<file path="src/rtl/ah_burst_arbiter_4_if.sv">
// Request/grant bundle between requesters, the shared resource and the burst arbiter.
// Master drives requests and beat acceptance; slave (the arbiter) drives registered grant outputs.
interface ah_burst_arbiter_4_if #(
    parameter int LEN_W = 4
);
    logic [3:0]         req;
    logic [4*LEN_W-1:0] req_len;
    logic               gnt_busy;
    logic               beat_ack;
    logic [3:0]         gnt;
    logic [1:0]         gnt_id;
    logic               burst_done;
    logic [LEN_W-1:0]   beats_left;

    modport master (
        output req, req_len, gnt_busy, beat_ack,
        input  gnt, gnt_id, burst_done, beats_left
    );

    modport slave (
        input  req, req_len, gnt_busy, beat_ack,
        output gnt, gnt_id, burst_done, beats_left
    );
endinterface

</file>
<file path="src/rtl/ah_burst_arbiter_4.sv">
// 4-way round-robin burst arbiter; grant appears 1 cycle after the winning edge, burst_done 1 cycle after the end.
// Backpressure: gnt_busy holds off new grants in IDLE only; beat_ack paces beats, a dropped req aborts the burst.
module ah_burst_arbiter_4 #(
    parameter int LEN_W = 4
) (
    input  logic               clk,
    input  logic               rstn,
    ah_burst_arbiter_4_if.slave bus
);

    typedef enum logic {
        IDLE,
        BURST
    } state_t;

    state_t           state_q, state_d;
    logic [3:0]       gnt_q, gnt_d;
    logic [1:0]       gnt_id_q, gnt_id_d;
    logic             burst_done_q, burst_done_d;
    logic [LEN_W-1:0] beats_left_q, beats_left_d;
    logic [1:0]       last_ptr_q, last_ptr_d;

    logic             win_vld;
    logic [1:0]       win_id;
    logic             burst_end;

    // Search upward from the requester after the last owner; k == 4 wraps back to the last owner itself.
    always_comb begin
        win_vld = 1'b0;
        win_id  = 2'd0;
        for (int k = 1; k <= 4; k++) begin
            if (!win_vld && bus.req[last_ptr_q + 2'(k)]) begin
                win_vld = 1'b1;
                win_id  = last_ptr_q + 2'(k);
            end
        end
    end

    // A final ack and a dropped request in the same cycle collapse into one end.
    assign burst_end = (bus.beat_ack && (beats_left_q == '0)) || !bus.req[gnt_id_q];

    always_comb begin
        state_d      = state_q;
        gnt_d        = gnt_q;
        gnt_id_d     = gnt_id_q;
        burst_done_d = 1'b0;
        beats_left_d = beats_left_q;
        last_ptr_d   = last_ptr_q;
        unique case (state_q)
            IDLE: begin
                if (win_vld && !bus.gnt_busy) begin
                    state_d      = BURST;
                    gnt_d        = 4'b0001 << win_id;
                    gnt_id_d     = win_id;
                    beats_left_d = bus.req_len[win_id*LEN_W +: LEN_W];
                end
            end
            BURST: begin
                if (burst_end) begin
                    state_d      = IDLE;
                    gnt_d        = 4'b0000;
                    burst_done_d = 1'b1;
                    beats_left_d = '0;
                    last_ptr_d   = gnt_id_q;
                end else if (bus.beat_ack) begin
                    beats_left_d = beats_left_q - 1'b1;
                end
            end
            default: state_d = IDLE;
        endcase
    end

    always_ff @(posedge clk or negedge rstn) begin
        if (!rstn) begin
            state_q      <= IDLE;
            gnt_q        <= 4'b0000;
            gnt_id_q     <= 2'd0;
            burst_done_q <= 1'b0;
            beats_left_q <= '0;
            last_ptr_q   <= 2'd3;
        end else begin
            state_q      <= state_d;
            gnt_q        <= gnt_d;
            gnt_id_q     <= gnt_id_d;
            burst_done_q <= burst_done_d;
            beats_left_q <= beats_left_d;
            last_ptr_q   <= last_ptr_d;
        end
    end

    assign bus.gnt        = gnt_q;
    assign bus.gnt_id     = gnt_id_q;
    assign bus.burst_done = burst_done_q;
    assign bus.beats_left = beats_left_q;

endmodule

</file>
<file path="src/flat_wrapper.sv">
// flat-port wrapper written by rule: the top's interface ports become plain ports
module ah_burst_arbiter_4_flat 
#(
    parameter int LEN_W = 4
)
  (clk, rstn, bus_req, bus_req_len, bus_gnt_busy, bus_beat_ack, bus_gnt, bus_gnt_id, bus_burst_done, bus_beats_left);
  ah_burst_arbiter_4_if #(.LEN_W(LEN_W)) bus_i ();
  input  logic clk;
  input  logic rstn;
  input wire logic [$bits(bus_i.req)-1:0] bus_req;
  input wire logic [$bits(bus_i.req_len)-1:0] bus_req_len;
  input wire logic [$bits(bus_i.gnt_busy)-1:0] bus_gnt_busy;
  input wire logic [$bits(bus_i.beat_ack)-1:0] bus_beat_ack;
  output wire logic [$bits(bus_i.gnt)-1:0] bus_gnt;
  output wire logic [$bits(bus_i.gnt_id)-1:0] bus_gnt_id;
  output wire logic [$bits(bus_i.burst_done)-1:0] bus_burst_done;
  output wire logic [$bits(bus_i.beats_left)-1:0] bus_beats_left;
  assign bus_i.req = bus_req;
  assign bus_i.req_len = bus_req_len;
  assign bus_i.gnt_busy = bus_gnt_busy;
  assign bus_i.beat_ack = bus_beat_ack;
  assign bus_gnt = bus_i.gnt;
  assign bus_gnt_id = bus_i.gnt_id;
  assign bus_burst_done = bus_i.burst_done;
  assign bus_beats_left = bus_i.beats_left;
  ah_burst_arbiter_4 #(.LEN_W(LEN_W)) u_core (.clk(clk), .rstn(rstn), .bus(bus_i));
endmodule
</file>
<file path="config.mk">
export PLATFORM = sky130hd
export DESIGN_NAME = ah_burst_arbiter_4_flat
export DESIGN_NICKNAME = d
export VERILOG_FILES = /design/src/rtl/ah_burst_arbiter_4_if.sv /design/src/rtl/ah_burst_arbiter_4.sv /design/src/flat_wrapper.sv
export SDC_FILE = /design/constraint.sdc
export NUM_CORES = 1
export LEC_CHECK = 0
export CAP_MARGIN = 20
export CORE_MARGIN = 2
export CORE_UTILIZATION = 65
export CTS_CLUSTER_SIZE = 25
export DETAILED_ROUTE_END_ITERATION = 10
export DONT_BUFFER_PORTS = 1
export PLACE_DENSITY = 0.81
export SYNTH_ARGS = -nofsm -noshare
export SYNTH_HDL_FRONTEND = slang
export SYNTH_SLANG_ARGS = --single-unit
</file>
<file path="constraint.sdc">
create_clock -name clk -period 4.15 [get_ports clk]
set_input_delay 1.245 -clock clk [delete_from_list [all_inputs] [get_ports clk]]
set_output_delay 1.245 -clock clk [all_outputs]
set_load 0.02 [all_outputs]
</file>
==> run_results.csv, run 1 <==
group,metric,value,unit
clock_network,clock-root-buffer,"clkbuf_4",
power_and_ir_drop,power.leakage,0.4057,nW
routing,wirelength,2.009,mm
die,start_util,0.7111,
timing,maxSlewHeadroom,0.6955,
run,maxCapViolations,0,
timing,rsz0062_at_grt,"false",
die,die_y,42.20,um
power_and_ir_drop,total_power,0.7845,mW
clock_network,clk_pin_slew,0.09,ns
yosys,synth_top_family_by_area,"compound AO/OA/AOI/OAI gates",
place,dp_hpwl,1.516,mm
grt,antenna_found_initial,0,
routing,drt_pre_antenna_iters,4,
place,place.gp.congestion,0.7917,
clock_network,clockBufferDepth,2,
clock_network,cts_num_sinks,14,
die,io-pin-count,35,
place,portBuffers,0,
yosys,synth_seq_cells,14,
yosys,synth-simple-area-share,0.2071,
die,die-area,1781,um2
layout,nets,124,
critical_path,worstSetupStartpointType,"input port",
timing,worstMarginPinSlew,0.4504,ns
layout,n_fill_cell,118,
yosys,netlist_instances,96,
routing,wl_per_cell,17.94,um
clock_network,cts_buffers,3,
die,die_x,42.20,um
critical_path,crit_required,4.31,ns
yosys,netlist_area,948.4,um2
grt,first_global_vias,772,
clock_network,postCtsHoldBufs,0,
clock_network,clk_latency,0.29,ns
routing,ant_nets,0,
yosys,synth_ff_type,"dfrtp_1",
grt,grt_use_total,0.2446,
critical_path,cp_slowest_cell,"o221a_2",
yosys,synth_compound_area_frac,0.2309,
critical_path,critical_path.max_fanout,7,
yosys,ys_types,41,
routing,routed_via_density,6.848,
yosys,synthXorXnorAreaFrac,0,
yosys,synth-edff-count,0,
min_path,hp-class,"input port to async pin",
yosys,ys_async_sr_fraction,1.000,
timing,final-hold-violation-count,0,
yosys,synth-adder-area-share,0.02639,
die,coreArea,1334,um2
timing,setup-violations-final,0,
timing,fin_crit_sh,0.5881,
layout,drive_gt1_frac,0.2268,
grt,grt_first_pass_wirelength,3.325,mm
timing,drv_slew,0,
timing,tns,0,ns
yosys,yosysWarnings,0,
layout,syn2layout_area_growth,4.353,%
clock_network,cts_tree,"done",
clock_network,h-tree-depth,1,
grt,grt_max_degree,15,
yosys,muxShareOfSynthArea,0.1372,
grt,overflow,0,
timing,fin_crit,2.440,ns
critical_path,cp-end-kind,"flip-flop",
routing,drc_errors,0,
timing,whs,0.6369,ns
layout,antenna_cells,0,
power_and_ir_drop,p_per_area,792.7,nW/um2
yosys,synth.net_count,122,
critical_path,cp_cell_sequence,"and2b_1 -> a21oi_2 -> o221a_2 -> mux2_4 -> a221oi_1 -> a22oi_1",
clock_network,post_cts_buffers,0,
critical_path,arrival,2.60,ns
routing,vias,767,
timing,fin_skew,0.001477,ns
routing,drt_iter0_drc,15,
yosys,avgSynthCellArea,9.879,um2
run_status,outcome,"finished clean",
clock_network,cts_resized,0,
timing,fmax,409.8,MHz
die,rows,13,
yosys,yosysSeqAreaShare,0.3720,
power_and_ir_drop,peakVddDrop,0.4341,mV
critical_path,slowest_delay,0.33,ns
critical_path,criticalPathCategory,"input port to flip-flop",
==> logic make-up after synthesis <==
| family | count (synthesis) |
|---|---|
| adders and majority gates | 2 |
| buffers and inverters | 6 |
| muxes | 9 |
| DFF | 14 |
| AOI/OAI and AO/OA | 29 |
| and+or+nand+nor | 36 |
==> report_power, final <==
part           leakage (nW)  switching, mW  internal [mW]
combinational         0.212          0.179          0.155
clock                0.0210         0.0492         0.0535
sequential            0.173          0.138          0.209
==> flip-flops by register name, indices dropped and copies added, names as in the netlist <==
signal,cells
u_core.last_ptr_q,2
u_core.bus.burst_done,1
u_core.bus.beats_left,4
u_core.bus.gnt_id,2
u_core.state_q,1
u_core.bus.gnt,4
==> synthesized netlist by cell type, drive strengths merged, types with 3 or more instances <==
library cell / number / area (um2)
nand3: 5 / 25.02
mux2: 6 / 75.07
nor2: 5 / 18.77
o21ai: 8 / 40.04
nand2: 12 / 45.04
dfrtp: 12 / 300.3
inv: 3 / 11.26
a21oi: 5 / 32.53
==> layer usage <==
metal / GRT usage / wire length [um]
met2: 0.4062 / 932
met4: 0.09375 / 37
met1: 0.3075 / 915
met3: 0.05603 / 125
met5: 0 / 0
==> stage by stage <==
stage	setup slack, ns	util	std cells	cell area (um2)
after floorplan	1.511	-	96	948.4
after global placement	1.403	0.7148	108	953.4
after detailed placement	1.408	0.7148	108	953.4
after CTS	1.710	0.7420	112	989.7
after global routing	1.581	0.7420	112	989.7
final	1.710	0.7420	112	989.7
==> worst paths after layout <==
path                       slack [ns]            startpoint  depth (start not counted)                  endpoint
max                              1.71            bus_req[0]                          6  u_core.bus.beats_left[1]
min                              0.64                  rstn                          0      u_core.bus.gnt_id[0]
max reg2reg                      2.08  u_core.last_ptr_q[1]                          5  u_core.bus.beats_left[1]
min reg2reg                      0.66     u_core.bus.gnt[0]                          2         u_core.bus.gnt[0]
max in group asynchronous        3.34                  rstn                          0      u_core.last_ptr_q[0]
min in group clk                 0.66     u_core.bus.gnt[0]                          2         u_core.bus.gnt[0]
==> final cells by class <==
cell class	instances	area, um2	share of cell area
well taps	15	18.77	0.01896
clock buffers	4	36.28	0.03666
inverters	3	11.26	0.01138
flip-flops and latches	14	352.8	0.3565
multi-input cells	76	570.5	0.5765
==> worst max-delay path: cells and delay by family <==
family / cells / cell delay (ns)
compound gates: 4 / 0.86
mux: 1 / 0.32
simple gates: 1 / 0.17
==> cell usage in the layout (no fill, tap or decap), drive strengths merged, types with 3 or more instances in the layout <==
| master | netlist | routed |
|---|---|---|
| a21oi | 5 | 5 |
| mux2 | 6 | 6 |
| inv | 3 | 3 |
| o21ai | 8 | 8 |
| nand3 | 5 | 5 |
| dfrtp | 12 | 12 |
| nor2 | 5 | 5 |
| nand2 | 12 | 12 |
| clkbuf | 1 | 4 |
No activity file was read; power rests on OpenSTA's default activity.
==> run 2: changes to the inputs <==
--- a/config.mk
+++ b/config.mk
@@ -7,11 +7,11 @@
 export LEC_CHECK = 0
 export CAP_MARGIN = 20
 export CORE_MARGIN = 2
-export CORE_UTILIZATION = 65
+export CORE_UTILIZATION = 55
 export CTS_CLUSTER_SIZE = 25
 export DETAILED_ROUTE_END_ITERATION = 10
 export DONT_BUFFER_PORTS = 1
-export PLACE_DENSITY = 0.81
+export PLACE_DENSITY = 0.73
 export SYNTH_ARGS = -nofsm -noshare
 export SYNTH_HDL_FRONTEND = slang
 export SYNTH_SLANG_ARGS = --single-unit
==> constraint.sdc (replaced) <==
create_clock -name clk -period 2.05 [get_ports clk]
set_input_delay 0.615 -clock clk [delete_from_list [all_inputs] [get_ports clk]]
set_output_delay 0.615 -clock clk [all_outputs]
set_load 0.02 [all_outputs]
==> run_results.csv, run 2 (synthesized netlist as in run 1, its figures left out) <==
group,metric,value,unit
layout,drive_gt1_frac,0.3333,
run_status,outcome,"finished clean",
min_path,hp-class,"input port to async pin",
clock_network,clock-root-buffer,"clkbuf_4",
die,coreArea,1670,um2
clock_network,clockBufferDepth,2,
clock_network,cts_buffers,3,
place,dpl.cell_count,120,
layout,layout_commonest_cell,"buf_4",
place,portBuffers,0,
die,start_util,0.5678,
critical_path,crit_required,2.22,ns
timing,maxSlewHeadroom,0.6046,
clock_network,h-tree-depth,1,
critical_path,cp-end-kind,"flip-flop",
layout,layout_common_cells,"buf_4 (13), nand2_1 (12), dfrtp_1 (12)",
power_and_ir_drop,p_per_area,1591,nW/um2
timing,fin_crit_sh,0.9378,
timing,whs,0.1586,ns
timing,drv_slew,0,
grt,grt_first_pass_wirelength,3.415,mm
timing,fin_skew,0.006512,ns
critical_path,critical_path.max_fanout,5,
grt,first_global_vias,763,
timing,worstMarginPinSlew,0.5912,ns
power_and_ir_drop,peakVddDrop,0.8232,mV
timing,fmax,520.2,MHz
layout,syn2layout_area_growth,18.87,%
timing,rsz0062_at_grt,"false",
routing,vias,818,
timing,tns,0,ns
layout,nets,138,
timing,setup-violations-final,0,
die,rows,15,
grt,antenna_found_initial,0,
clock_network,clk_pin_slew,0.09,ns
clock_network,cts_tree,"done",
timing,fin_crit,1.923,ns
grt,grt_max_degree,15,
layout,antenna_cells,0,
power_and_ir_drop,power.leakage,0.4813,nW
routing,drt_iter0_drc,18,
layout,instances_no_fill,128,
die,die-area,2073,um2
clock_network,cts_num_sinks,14,
critical_path,criticalPathCategory,"flip-flop to flip-flop",
routing,drt_pre_antenna_iters,4,
routing,ant_nets,0,
critical_path,arrival,2.09,ns
die,die_x,45.53,um
routing,routed_via_density,6.391,
place,place.gp.congestion,0.8518,
timing,final-hold-violation-count,0,
grt,overflow,0,
clock_network,clk_latency,0.28,ns
routing,drc_errors,0,
critical_path,worstSetupStartpointType,"flip-flop",
critical_path,r2r_cells,6,
routing,wl_per_cell,17.36,um
grt,grt_use_total,0.2312,
run,maxCapViolations,0,
layout,final_core_util,0.6749,
routing,wirelength,2.222,mm
die,die_y,45.53,um
place,dp_hpwl,1.725,mm
die,io-pin-count,35,
## run 2: cell types whose count changed in the layout (fill, tap and decap cells not counted), sizes merged
cell / change
buf: +13
dlygate4sd3: +1
## run 2: path summary, 6_finish.rpt
| path | slack [ns] | start | endpoint |
|---|---|---|---|
| max | 0.13 | u_core.last_ptr_q[1] | u_core.bus.beats_left[3] |
| min | 0.16 | rstn | u_core.last_ptr_q[0] |
| max reg2reg | 0.13 | u_core.last_ptr_q[1] | u_core.bus.beats_left[3] |
| min reg2reg | 0.63 | u_core.bus.beats_left[1] | u_core.bus.beats_left[1] |
| max in group asynchronous | 0.90 | rstn | u_core.bus.burst_done |
| min in group clk | 0.56 | bus_gnt_busy | u_core.bus.beats_left[2] |
## run 2: per-layer routing
layer | GRT usage | routed length [um] | vias to the layer above
li1 | - | - | 398
met1 | 0.2832 | 893 | 383
met2 | 0.3859 | 1125 | 35
met3 | 0.08730 | 192 | 2
met4 | 0.04706 | 11 | 0
met5 | 0 | 0 | -
## run 2: what timing repair did
| item | in CTS | in global routing |
|---|---|---|
| setup buffers | 2 | 1 |
| hold buffers | 0 | 1 |
| pin swaps | 1 | 0 |
| endpoints found under the setup margin | 1 | 2 |
| resized for setup | 0 | 4 |
| hold endpoints to repair | 0 | 12 |
## run 2: worst max-delay path: stages (launching register included)
cell and delay, ns:
dfstp_2 0.59, nand2_1 0.08, a21oi_2 0.19, o221a_4 0.26
mux2_4 0.31, a221oi_2 0.26, o22ai_1 0.11
## run 2: metrics by stage
| step | total power [mW] | setup WS (ns) | instance area [um2] |
|---|---|---|---|
| floorplan | 1.253 | 0.04053 | 948.4 |
| global placement | 1.484 | 0.03342 | 1031 |
| detailed placement | 1.512 | -0.02451 | 1031 |
| CTS | 1.739 | 0.007805 | 1082 |
| global route | 1.924 | 0.02769 | 1127 |
| finish | 1.793 | 0.1275 | 1127 |
## run 2: final cells by class
class | count | area (um2)
multi-input combinational | 76 | 598.1
clock buffer | 4 | 36.28
timing repair buffer | 14 | 107.6
tap | 17 | 21.27
sequential | 14 | 352.8
fill | 137 | 543.0
inverter | 3 | 11.26
## run 2: power by group
part	total, mW	switching, mW	internal [mW]
Clock	0.199	0.0913	0.108
Combinational	0.977	0.507	0.470
Sequential	0.617	0.192	0.425
